### config.mk
export PLATFORM = sky130hd
export DESIGN_NAME = arbitro_gato_flat
export DESIGN_NICKNAME = d
export VERILOG_FILES = /design/src/rtl/gato_pkg.sv /design/src/rtl/arbitro_gato_if.sv /design/src/rtl/gato_detector_ganador.sv /design/src/rtl/arbitro_gato.sv /design/src/flat_wrapper.sv
export SDC_FILE = /design/constraint.sdc
export NUM_CORES = 1
export LEC_CHECK = 0
export BUFFER_PORTS_ARGS = -buffer_cell sky130_fd_sc_hd__buf_4
export CAP_MARGIN = 10
export CORE_UTILIZATION = 41
export DETAILED_ROUTE_END_ITERATION = 6
export PLACE_DENSITY_LB_ADDON = 0.1
export SLEW_MARGIN = 40
export SYNTH_ARGS = -nofsm -noshare
export SYNTH_HDL_FRONTEND = slang
export SYNTH_SLANG_ARGS = --single-unit
export TNS_END_PERCENT = 30
### constraint.sdc
create_clock -name clk -period 14.6 [get_ports clk]
set_input_delay 0.73 -clock clk [delete_from_list [all_inputs] [get_ports clk]]
set_output_delay 0.73 -clock clk [all_outputs]
set_load 0.1 [all_outputs]
### src/rtl/gato_pkg.sv
// Shared definitions for the tic-tac-toe referee and its win detector.
//   - cell codes (VACIA, P1, P2)
//   - line-to-cell table: 8 lines of 3 cells each, cells numbered 0..8
//   - referee state encoding
//   - helpers that slice a cell out of an 18-bit board and test a line
package gato_pkg;

  localparam logic [1:0] VACIA = 2'b00;
  localparam logic [1:0] P1    = 2'b11;
  localparam logic [1:0] P2    = 2'b01;

  // Cell numbers are 0-based here: cell k of the board lives at bits [2k+1:2k].
  localparam logic [3:0] LINEAS [8][3] = '{
    '{4'd0, 4'd1, 4'd2},
    '{4'd3, 4'd4, 4'd5},
    '{4'd6, 4'd7, 4'd8},
    '{4'd0, 4'd3, 4'd6},
    '{4'd1, 4'd4, 4'd7},
    '{4'd2, 4'd5, 4'd8},
    '{4'd0, 4'd4, 4'd8},
    '{4'd2, 4'd4, 4'd6}
  };

  typedef enum logic [2:0] {
    IDLE     = 3'd0,
    TURNO_P1 = 3'd1,
    TURNO_P2 = 3'd2,
    APLICA   = 3'd3,
    JUZGA    = 3'd4,
    FIN      = 3'd5
  } estado_t;

  function automatic logic [1:0] celda(input logic [17:0] tab, input int k);
    return tab[2*k +: 2];
  endfunction

  function automatic logic linea_llena(input logic [17:0] tab, input int l,
                                       input logic [1:0] codigo);
    return (celda(tab, int'(LINEAS[l][0])) == codigo) &&
           (celda(tab, int'(LINEAS[l][1])) == codigo) &&
           (celda(tab, int'(LINEAS[l][2])) == codigo);
  endfunction

endpackage

### src/rtl/arbitro_gato_if.sv
// Link between the cell selector and the referee.
//   p1_mm / p2_mm : selector commit flags (rising edge = move committed)
//   tablero       : selector's 18-bit cell codes
//   turno_p1/_p2  : referee grants the move to a player
// master = selector side, slave = referee side.
interface arbitro_gato_if;
  logic        p1_mm;
  logic        p2_mm;
  logic [17:0] tablero;
  logic        turno_p1;
  logic        turno_p2;

  modport master (output p1_mm, p2_mm, tablero, input turno_p1, turno_p2);
  modport slave  (input p1_mm, p2_mm, tablero, output turno_p1, turno_p2);
endinterface

### src/rtl/gato_detector_ganador.sv
// Combinational win detector over an 18-bit board.
//   i_tablero  : board, 2 bits per cell
//   o_gana_p1  : some line is all P1
//   o_gana_p2  : some line is all P2
//   o_linea    : lowest-index matching line (0 when none)
module gato_detector_ganador
  import gato_pkg::*;
(
  input  logic [17:0] i_tablero,
  output logic        o_gana_p1,
  output logic        o_gana_p2,
  output logic [2:0]  o_linea
);

  // Scan high-to-low so the lowest matching line is the one left in o_linea.
  always_comb begin
    o_gana_p1 = 1'b0;
    o_gana_p2 = 1'b0;
    o_linea   = 3'd0;
    for (int i = 7; i >= 0; i--) begin
      if (linea_llena(i_tablero, i, P1)) begin
        o_gana_p1 = 1'b1;
        o_linea   = 3'(i);
      end else if (linea_llena(i_tablero, i, P2)) begin
        o_gana_p2 = 1'b1;
        o_linea   = 3'(i);
      end else begin
        o_linea   = o_linea;
      end
    end
  end

endmodule

### src/rtl/arbitro_gato.sv
// Tic-tac-toe referee. Grants turns to the selector, validates each committed
// move against an internal authoritative board copy and detects win/draw.
//   clk, rst_n        : clock, async active-low reset
//   nuevo_juego       : start/restart pulse, overrides everything
//   sel (slave)       : p1_mm/p2_mm/tablero in, turno_p1/turno_p2 out
//   gana_p1/gana_p2   : win flags, held until nuevo_juego; linea_ganadora
//   empate            : draw flag, held until nuevo_juego
//   movimientos       : accepted moves 0..9
//   jugada_invalida   : 1-cycle pulse on rejected move
//   turno_perdido     : 1-cycle pulse on turn timeout (0 unless TURN_TIMEOUT_EN)
// Optional feature macro: TURN_TIMEOUT_EN.
module arbitro_gato
  import gato_pkg::*;
#(
  parameter int PRIMER_JUGADOR = 0,
  parameter int TIMEOUT_CICLOS = 50_000_000
) (
  input  logic           clk,
  input  logic           rst_n,
  input  logic           nuevo_juego,
  arbitro_gato_if.slave  sel,
  output logic           gana_p1,
  output logic           gana_p2,
  output logic           empate,
  output logic [2:0]     linea_ganadora,
  output logic [3:0]     movimientos,
  output logic           jugada_invalida,
  output logic           turno_perdido
);

  localparam estado_t PRIMERO = (PRIMER_JUGADOR == 0) ? TURNO_P1 : TURNO_P2;

  estado_t     r_estado, w_siguiente;
  logic [17:0] r_copia, r_base;
  logic        r_p1_q, r_p2_q, r_mueve_p2;
  logic [3:0]  r_movs;
  logic        r_gana_p1, r_gana_p2, r_empate, r_invalida, r_perdido;
  logic        r_turno_p1, r_turno_p2;
  logic [2:0]  r_linea;

  logic        w_ev1, w_ev2, w_ev_actual, w_expira, w_legal;
  logic [3:0]  w_ndiff, w_idx;
  logic [1:0]  w_codigo;
  logic        w_g1, w_g2;
  logic [2:0]  w_linea;

  assign w_ev1       = sel.p1_mm & ~r_p1_q;
  assign w_ev2       = sel.p2_mm & ~r_p2_q;
  assign w_ev_actual = ((r_estado == TURNO_P1) & w_ev1) | ((r_estado == TURNO_P2) & w_ev2);
  assign w_codigo    = r_mueve_p2 ? P2 : P1;

  gato_detector_ganador u_detector (
    .i_tablero (r_copia),
    .o_gana_p1 (w_g1),
    .o_gana_p2 (w_g2),
    .o_linea   (w_linea)
  );

  // Locate the cells that changed since the last snapshot and judge legality.
  always_comb begin
    w_ndiff = 4'd0;
    w_idx   = 4'd0;
    for (int k = 0; k < 9; k++) begin
      if (celda(sel.tablero, k) != celda(r_base, k)) begin
        w_ndiff = w_ndiff + 4'd1;
        w_idx   = 4'(k);
      end else begin
        w_idx   = w_idx;
      end
    end
    w_legal = (w_ndiff == 4'd1) &&
              (celda(sel.tablero, int'(w_idx)) == w_codigo) &&
              (celda(r_copia, int'(w_idx)) == VACIA);
  end

`ifdef TURN_TIMEOUT_EN
  logic [25:0] r_cnt;

  assign w_expira = ((r_estado == TURNO_P1) || (r_estado == TURNO_P2)) &&
                    (r_cnt == 26'(TIMEOUT_CICLOS - 1));

  // Turn timer: restarts on every entry into a turn, runs while in a turn.
  always_ff @(posedge clk or negedge rst_n) begin
    if (!rst_n) begin
      r_cnt <= 26'd0;
    end else if (nuevo_juego ||
                 (((w_siguiente == TURNO_P1) || (w_siguiente == TURNO_P2)) &&
                  (w_siguiente != r_estado))) begin
      r_cnt <= 26'd0;
    end else if ((r_estado == TURNO_P1) || (r_estado == TURNO_P2)) begin
      r_cnt <= r_cnt + 26'd1;
    end else begin
      r_cnt <= r_cnt;
    end
  end
`else
  assign w_expira = 1'b0;
`endif

  // Next-state logic; nuevo_juego overrides whatever the state would do.
  always_comb begin
    w_siguiente = r_estado;
    if (nuevo_juego) begin
      w_siguiente = PRIMERO;
    end else begin
      case (r_estado)
        IDLE:     w_siguiente = IDLE;
        TURNO_P1: w_siguiente = w_ev1 ? APLICA : (w_expira ? TURNO_P2 : TURNO_P1);
        TURNO_P2: w_siguiente = w_ev2 ? APLICA : (w_expira ? TURNO_P1 : TURNO_P2);
        APLICA:   w_siguiente = w_legal ? JUZGA : (r_mueve_p2 ? TURNO_P2 : TURNO_P1);
        JUZGA: begin
          if (w_g1 || w_g2 || (r_movs == 4'd9)) begin
            w_siguiente = FIN;
          end else begin
            w_siguiente = r_mueve_p2 ? TURNO_P1 : TURNO_P2;
          end
        end
        FIN:      w_siguiente = FIN;
        default:  w_siguiente = IDLE;
      endcase
    end
  end

  // State register and move-flag edge history.
  always_ff @(posedge clk or negedge rst_n) begin
    if (!rst_n) begin
      r_estado   <= IDLE;
      r_p1_q     <= 1'b0;
      r_p2_q     <= 1'b0;
      r_mueve_p2 <= 1'b0;
      r_turno_p1 <= 1'b0;
      r_turno_p2 <= 1'b0;
    end else begin
      r_estado   <= w_siguiente;
      r_p1_q     <= sel.p1_mm;
      r_p2_q     <= sel.p2_mm;
      r_mueve_p2 <= (r_estado == TURNO_P1) ? 1'b0 :
                    (r_estado == TURNO_P2) ? 1'b1 : r_mueve_p2;
      r_turno_p1 <= (w_siguiente == TURNO_P1);
      r_turno_p2 <= (w_siguiente == TURNO_P2);
    end
  end

  // Board copy, snapshot, move count and result flags.
  always_ff @(posedge clk or negedge rst_n) begin
    if (!rst_n) begin
      r_copia    <= 18'd0;
      r_base     <= 18'd0;
      r_movs     <= 4'd0;
      r_gana_p1  <= 1'b0;
      r_gana_p2  <= 1'b0;
      r_empate   <= 1'b0;
      r_linea    <= 3'd0;
      r_invalida <= 1'b0;
      r_perdido  <= 1'b0;
    end else if (nuevo_juego) begin
      r_copia    <= 18'd0;
      r_base     <= sel.tablero;
      r_movs     <= 4'd0;
      r_gana_p1  <= 1'b0;
      r_gana_p2  <= 1'b0;
      r_empate   <= 1'b0;
      r_linea    <= 3'd0;
      r_invalida <= 1'b0;
      r_perdido  <= 1'b0;
    end else begin
      r_invalida <= 1'b0;
      r_perdido  <= w_expira & ~w_ev_actual;
      case (r_estado)
        APLICA: begin
          r_base <= sel.tablero;
          if (w_legal) begin
            r_copia[{w_idx, 1'b0} +: 2] <= w_codigo;
            r_movs <= (r_movs == 4'd9) ? 4'd9 : r_movs + 4'd1;
          end else begin
            r_invalida <= 1'b1;
          end
        end
        JUZGA: begin
          if (w_g1 || w_g2) begin
            r_gana_p1 <= w_g1;
            r_gana_p2 <= w_g2;
            r_linea   <= w_linea;
          end else if (r_movs == 4'd9) begin
            r_empate  <= 1'b1;
          end else begin
            r_empate  <= 1'b0;
          end
        end
        default: r_base <= r_base;
      endcase
    end
  end

  assign sel.turno_p1    = r_turno_p1;
  assign sel.turno_p2    = r_turno_p2;
  assign gana_p1         = r_gana_p1;
  assign gana_p2         = r_gana_p2;
  assign empate          = r_empate;
  assign linea_ganadora  = r_linea;
  assign movimientos     = r_movs;
  assign jugada_invalida = r_invalida;
  assign turno_perdido   = r_perdido;

endmodule
### src/flat_wrapper.sv
// flat-port wrapper written by rule: the top's interface ports become plain ports
module arbitro_gato_flat import gato_pkg::*;
#(
  parameter int PRIMER_JUGADOR = 0,
  parameter int TIMEOUT_CICLOS = 50_000_000
)
  (clk, rst_n, nuevo_juego, gana_p1, gana_p2, empate, linea_ganadora, movimientos, jugada_invalida, turno_perdido, sel_p1_mm, sel_p2_mm, sel_tablero, sel_turno_p1, sel_turno_p2);
  arbitro_gato_if sel_i ();
  input  logic clk;
  input  logic rst_n;
  input  logic nuevo_juego;
  output logic gana_p1;
  output logic gana_p2;
  output logic empate;
  output logic [2:0] linea_ganadora;
  output logic [3:0] movimientos;
  output logic jugada_invalida;
  output logic turno_perdido;
  input wire logic [$bits(sel_i.p1_mm)-1:0] sel_p1_mm;
  input wire logic [$bits(sel_i.p2_mm)-1:0] sel_p2_mm;
  input wire logic [$bits(sel_i.tablero)-1:0] sel_tablero;
  output wire logic [$bits(sel_i.turno_p1)-1:0] sel_turno_p1;
  output wire logic [$bits(sel_i.turno_p2)-1:0] sel_turno_p2;
  assign sel_i.p1_mm = sel_p1_mm;
  assign sel_i.p2_mm = sel_p2_mm;
  assign sel_i.tablero = sel_tablero;
  assign sel_turno_p1 = sel_i.turno_p1;
  assign sel_turno_p2 = sel_i.turno_p2;
  arbitro_gato #(.PRIMER_JUGADOR(PRIMER_JUGADOR), .TIMEOUT_CICLOS(TIMEOUT_CICLOS)) u_core (.clk(clk), .rst_n(rst_n), .nuevo_juego(nuevo_juego), .sel(sel_i), .gana_p1(gana_p1), .gana_p2(gana_p2), .empate(empate), .linea_ganadora(linea_ganadora), .movimientos(movimientos), .jugada_invalida(jugada_invalida), .turno_perdido(turno_perdido));
endmodule
==> results of run 1 <==
cells in the mapped netlist (4+ instances only):
| cell type | count | area (um2) |
|---|---|---|
| dfrtp_1 | 55 | 1380 |
| xor2_1 | 15 | 131 |
| o31ai_1 | 4 | 30.0 |
| o211ai_1 | 4 | 30.0 |
| nand2_1 | 32 | 120 |
| nand3_1 | 21 | 105 |
| and2_1 | 9 | 56.3 |
| mux2i_1 | 9 | 90.1 |
| nor2_1 | 44 | 165 |
| a21bo_1 | 4 | 40.0 |
| o21ai_1 | 4 | 20.0 |
| o21ai_0 | 13 | 65.1 |
| mux2_2 | 23 | 259 |
| or3_1 | 8 | 50.1 |
| nand2b_1 | 10 | 62.6 |
| a31oi_1 | 7 | 43.8 |
| nand4_1 | 13 | 81.3 |
| nor3_1 | 14 | 70.1 |
| ha_1 | 13 | 163 |
| o221ai_1 | 4 | 35.0 |
| and3_1 | 8 | 50.1 |
| clkbuf_1 | 17 | 63.8 |
| inv_1 | 19 | 71.3 |
| a21oi_1 | 28 | 140 |
| xnor2_1 | 29 | 254 |
where the power goes:
group          internal [mW]  total [mW]  switching, mW
sequential             0.160       0.168        0.00742
combinational          0.186       0.457          0.271
clock                 0.0341      0.0919         0.0578
total                  0.380       0.717          0.336
worst max-delay path: cells and delay by family:
kind                     cells  cell delay (ns)
multiplexers                 1             0.28
XOR/XNOR                     3             0.56
adder cells (fa/ha/maj)      7             1.90
AO/OA/AOI/OAI                8             1.47
buffers and inverters        3             0.42
AND/OR/NAND/NOR              9             1.25
cell type report:
cell class	instances	area, um2
Sequential cell	55	1380
Multi-Input combinational cell	380	2670
Tap cell	133	166
Fill cell	983	5180
Clock buffer	5	68.8
Inverter	19	71.3
Timing Repair Buffer	39	309
Clock inverter	3	18.8
cells by family after synthesis:
kind of cell | after synthesis | synth area share
simple gates | 177 | 0.212
compound gates | 108 | 0.188
flops | 55 | 0.326
xor+xnor | 48 | 0.108
buf+inv | 41 | 0.0415
mux | 33 | 0.0853
fa+ha+maj | 13 | 0.0385
other cells | 1 | 0.000888
path summary, 6_finish.rpt:
check                                            to  cells past startpoint                      from  slack (ns)
max in group asynchronous         u_core.r_copia[4]                      2                     rst_n       13.86
min in group clk           u_core.linea_ganadora[2]                      2  u_core.linea_ganadora[2]        0.49
min reg2reg                u_core.linea_ganadora[2]                      2  u_core.linea_ganadora[2]        0.49
max                           u_core.movimientos[0]                     31            sel_tablero[3]        8.22
max reg2reg                   u_core.movimientos[0]                     30          u_core.r_base[3]        8.36
min                             u_core.sel.turno_p2                      1                     rst_n        0.25
metal layers:
layer	track usage	vias to the layer above	routed length [um]
li1	-	1777	-
met1	0.313	1766	5540
met2	0.321	105	4930
met3	0.0239	11	460
met4	0.0507	0	127
met5	0	-	0
sequential cells by signal (all words and copies together) (netlist names), 3 cells and up:
register,cells
u_core.linea_ganadora,3
u_core.movimientos,4
u_core.r_base,18
u_core.r_copia,18
u_core.r_estado,3
cells in the final DEF (no fill, tap or decap), types with 5 or more instances in the layout:
cell type / count
a21oi_1: 28
a31oi_1: 7
and2_1: 9
and3_1: 8
buf_4: 37
clkbuf_8: 5
dfrtp_1: 55
ha_1: 13
inv_1: 19
mux2_2: 23
mux2i_1: 9
nand2_1: 32
nand2b_1: 10
nand3_1: 21
nand4_1: 13
nor2_1: 44
nor3_1: 14
o21ai_0: 13
or3_1: 8
xnor2_1: 29
xor2_1: 15
==> results.sh, run 1 <==
export IMPL_critPathSlowestCell="a211oi_4"
export IMPL_drc=0
export IMPL_setup_ws_ns=8.22
export IMPL_max_cap_violations=0
export IMPL_hold_path_class="in -> async"
export IMPL_die_h_um=104
export IMPL_drtIter0Drc=284
export IMPL_whs_ns=0.246
export IMPL_power_density_nw_per_um2=153
export IMPL_totalWireLength_mm=11.1
export IMPL_setup_worst_path_end_class="flip-flop"
export IMPL_cts_hold_buffers=0
export IMPL_start_kind="input pin"
export IMPL_finish_utilization=0.475
export IMPL_area_delta_synth_final_pct=10.9
export IMPL_gr_usage_all_layers=0.209
export IMPL_rsz0062_at_grt="no"
export IMPL_post_route_period_util=0.437
export IMPL_synthesis_area_um2=4230
export IMPL_cts_inserted_buffers=5
export IMPL_dr_pass1_iters=5
export IMPL_dp_slack_ns=7.92
export IMPL_clock_sinks=55
export IMPL_clkLatencyLatePin_ns=0.33
export IMPL_path_clk_slew_ns=0.12
export IMPL_status="completed"
export IMPL_layout_cells_non_filler=634
export IMPL_grt_max_degree=56
export IMPL_core_um2=9860
export IMPL_grt_pass1_vias=3501
export IMPL_grt_pass1_wl_mm=18.1
export IMPL_worst_pin_slew_ns=0.711
export IMPL_portBuffers=35
export IMPL_finalPower_mw=0.717
export IMPL_cp_arrival_ns=6.60
export IMPL_syn_inst=476
export IMPL_synth_yosys_seq_area_share=0.326
export IMPL_htreeDepth=2
export IMPL_maxSlewHeadroom=0.524
export IMPL_crit_path_max_fanout=13
export IMPL_drive_gt1_frac=0.176
export IMPL_synth_ff_type="dfrtp_1"
export IMPL_start_util=0.428
export IMPL_post_cts_buffers=0
export IMPL_finClkSkew_ns=0.0164
export IMPL_clock_root_buffer="clkbuf_8"
export IMPL_rows=36
export IMPL_antenna_found_initial=0
export IMPL_final_nets=536
export IMPL_slowest_delay_ns=0.49
export IMPL_tritoncts="built"
export IMPL_ys_seq_elements=55
export IMPL_grt_overflow_total=0
export IMPL_placed_area_um2=4580
export IMPL_vias=3659
export IMPL_finalSetupTns_ns=0
export IMPL_dp_hpwl_mm=8.15
export IMPL_num_antenna_cells=0
export IMPL_routed_via_density=5.77
export IMPL_min_period_ns=6.38
export IMPL_hold_viol_final=0
export IMPL_clock_path_buffers=2
export IMPL_postLayoutCellArea_um2=4680
export IMPL_ant_nets=0
export IMPL_yosysWarnings=0
export IMPL_max_freq_mhz=157
export IMPL_die_area_um2=10700
export IMPL_setup_viol=0
export IMPL_syn_area_per_cell_um2=8.88
export IMPL_worstPathRequired_ns=14.83
export IMPL_critPathMostFrequentCell="ha_1"
export IMPL_slew_violations=0
export IMPL_crit_type="in -> reg"
export IMPL_ir_worst_vdd_mv=0.116
export IMPL_routedWlPerCell_um=17.4
export IMPL_p_leak_nw=1.95
export IMPL_post_place_cells=625
export IMPL_num_io_pins=37
export IMPL_synth_edff_count=0
export IMPL_place_congestion=0.842
export IMPL_async_flop_share=1.00
export IMPL_ys_types=71
export IMPL_die_x_um=104
export IMPL_mappedNetlistNets=512
export IMPL_ctsResizeCount=0
Note: power is estimated with default switching activity, not from simulation.
==> run 2: changes to the inputs <==
--- a/config.mk
+++ b/config.mk
@@ -5,6 +5,7 @@
 export SDC_FILE = /design/constraint.sdc
 export NUM_CORES = 1
 export LEC_CHECK = 0
+export ABC_AREA = 1
 export BUFFER_PORTS_ARGS = -buffer_cell sky130_fd_sc_hd__buf_4
 export CAP_MARGIN = 10
 export CORE_UTILIZATION = 41
==> constraint.sdc (replaced) <==
create_clock -name clk -period 6.4 [get_ports clk]
set_input_delay 0.32 -clock clk [delete_from_list [all_inputs] [get_ports clk]]
set_output_delay 0.32 -clock clk [all_outputs]
set_load 0.1 [all_outputs]
==> run 2 against run 1 <==
Against the previous run: area after synthesis grew 3.7%; register-to-register slack worse by 7.0 ns; routed wire length is 4.8% lower; cell count rose by 25%; utilization down 0.43 points; via count grew 8.0%; clock skew down 0.0068 ns.
==> results.sh, run 2 <==
export IMPL_status="completed"
export IMPL_grt_overflow_total=0
export IMPL_clock_path_buffers=2
export IMPL_vias=3950
export IMPL_dr_pass1_iters=5
export IMPL_num_antenna_cells=0
export IMPL_maxSlewHeadroom=0.539
export IMPL_synth_yosys_seq_area_share=0.314
export IMPL_rows=37
export IMPL_crit_type="reg -> reg"
export IMPL_yosysWarnings=0
export IMPL_mappedNetlistNets=658
export IMPL_multi_input_area_um2=2560
export IMPL_start_util=0.424
export IMPL_htreeDepth=2
export IMPL_dp_hpwl_mm=8.10
export IMPL_num_io_pins=37
export IMPL_synth_xor_area_frac=0.0200
export IMPL_rsz0062_at_grt="no"
export IMPL_synth_top_family_by_area="simple AND/OR/NAND/NOR gates"
export IMPL_finClkSkew_ns=0.00966
export IMPL_syn_inst=622
export IMPL_power_density_nw_per_um2=251
export IMPL_ir_worst_vdd_mv=0.102
export IMPL_ctsResizeCount=0
export IMPL_yosysMostFrequentCell="nand2_1"
export IMPL_slowest_delay_ns=0.34
export IMPL_ys_types=49
export IMPL_post_cts_buffers=0
export IMPL_fillers=1076
export IMPL_grt_pass1_wl_mm=18.1
export IMPL_syn_area_per_cell_um2=7.04
export IMPL_synth_fa_ha_area_frac=0.0371
export IMPL_cts_hold_buffers=0
export IMPL_clock_sinks=55
export IMPL_synth_ff_type="dfrtp_1"
export IMPL_ys_seq_elements=55
export IMPL_worst_pin_slew_ns=0.686
export IMPL_critPathMostFrequentCell="nand2_1"
export IMPL_synthesis_area_um2=4380
export IMPL_layout_cells_non_filler=793
export IMPL_post_route_period_util=0.794
export IMPL_setup_worst_path_end_class="flip-flop"
export IMPL_cpLargestDelayFamily="simple AND/OR/NAND/NOR gates"
export IMPL_totalWireLength_mm=10.5
export IMPL_synth_top_cells_by_count="nand2_1 (159), inv_1 (84), nand3_1 (76)"
export IMPL_post_place_cells=783
export IMPL_area_delta_synth_final_pct=10.9
export IMPL_synth_area_leader_cell="dfrtp_1"
export IMPL_hold_viol_final=0
export IMPL_routed_via_density=4.98
export IMPL_drive_gt1_frac=0.201
export IMPL_gr_usage_all_layers=0.201
export IMPL_tritoncts="built"
export IMPL_grt_max_degree=56
export IMPL_max_cap_violations=0
export IMPL_grt_pass1_vias=3680
export IMPL_p_leak_nw=2.47
export IMPL_max_freq_mhz=197
export IMPL_drtIter0Drc=231
export IMPL_synth_simple_area_share=0.411
export IMPL_clock_root_buffer="clkbuf_8"
export IMPL_core_um2=10300
export IMPL_cts_inserted_buffers=5
export IMPL_layout_common_cells="nand2_1 (158), inv_1 (84), nand3_1 (76)"
export IMPL_yosysTopAreaCellShare=0.314
export IMPL_postLayoutCellArea_um2=4860
export IMPL_ant_nets=0
export IMPL_final_nets=692
export IMPL_clkLatencyLatePin_ns=0.32
export IMPL_worstPathRequired_ns=6.62
export IMPL_synthTopCellsByArea="dfrtp_1 (31%), nand2_1 (14%), nand3_1 (8.7%), inv_1 (7.2%), nor2_1 (3.9%)"
export IMPL_setup_viol=0
export IMPL_synth_compound_area_frac=0.0925
export IMPL_antenna_found_initial=0
export IMPL_worst_path_buf_inv=3
export IMPL_async_flop_share=1.00
export IMPL_critPathSlowestCell="dfrtp_1"
export IMPL_die_x_um=105
export IMPL_muxShareOfSynthArea=0.0231
export IMPL_start_kind="flip-flop"
export IMPL_seqCellArea_um2=1380
export IMPL_crit_path_max_fanout=19
export IMPL_place_congestion=0.880
export IMPL_path_clk_slew_ns=0.12
export IMPL_synth_edff_count=0
export IMPL_drc=0
export IMPL_finalSetupTns_ns=0
export IMPL_hold_path_class="in -> reg"
export IMPL_routedWlPerCell_um=13.3
export IMPL_cp_arrival_ns=5.30
export IMPL_slew_violations=0
export IMPL_die_area_um2=11100
export IMPL_min_period_ns=5.08
export IMPL_portBuffers=35
export IMPL_whs_ns=0.103
export IMPL_placed_area_um2=4730
export IMPL_layout_commonest_cell="nand2_1"
export IMPL_die_h_um=105
run 2: report_power, final:
group	internal (mW)	total, mW	switching [mW]
combinational	0.220	0.631	0.411
sequential	0.363	0.373	0.00990
clock	0.0809	0.214	0.133
run 2: cell families (layout without fill, tap and decap cells):
group,count (synthesis),after routing
buffers and inverters,104,139
multiplexers,9,9
adder cells (fa/ha/maj),13,13
AO/OA/AOI/OAI,61,61
XOR/XNOR,10,10
AND/OR/NAND/NOR,369,369
other,1,1
flip-flops,55,55
run 2: final timing paths:
kind | from | end | slack [ns] | cells past startpoint
worst max register to register | u_core.r_base[1] | u_core.r_copia[9] | 1.32 | 34
min in group asynchronous | rst_n | u_core.r_base[6] | 0.41 | 2
worst max-delay path | u_core.r_base[1] | u_core.r_copia[9] | 1.32 | 34
worst min-delay path | sel_p2_mm | u_core.r_p2_q | 0.10 | 1
worst min register to register | u_core.linea_ganadora[1] | u_core.linea_ganadora[1] | 0.52 | 1
max in group asynchronous | rst_n | u_core.r_copia[10] | 5.49 | 3
run 2: layout make-up:
type / count / area share
multi-input cells: 463 / 0.528
repair buffers: 37 / 0.0603
inverters: 94 / 0.0737
clock buffers: 5 / 0.0142
well taps: 136 / 0.0350
clock inverters: 3 / 0.00567
flip-flops and latches: 55 / 0.283
run 2: metal layers:
metal  vias to the layer above  GRT usage  wire [um]
met5                         -          0          0
met1                      1812      0.305       5540
met2                        70      0.308       4620
met4                         0     0.0342         66
li1                       2063          -          -
met3                         5     0.0223        290
run 2: metrics by stage:
| step | power, mW | utilization | setup slack [ns] |
|---|---|---|---|
| 6_report | 1.22 | 0.471 | 1.32 |
| 5_1_grt | 1.34 | 0.471 | 0.784 |
| 4_1_cts | 1.22 | 0.468 | 1.29 |
| 3_5_place_dp | 1.01 | 0.458 | 1.21 |
| 3_3_place_gp | 0.997 | 0.458 | 1.36 |
| 2_1_floorplan | 0.886 | - | 1.84 |
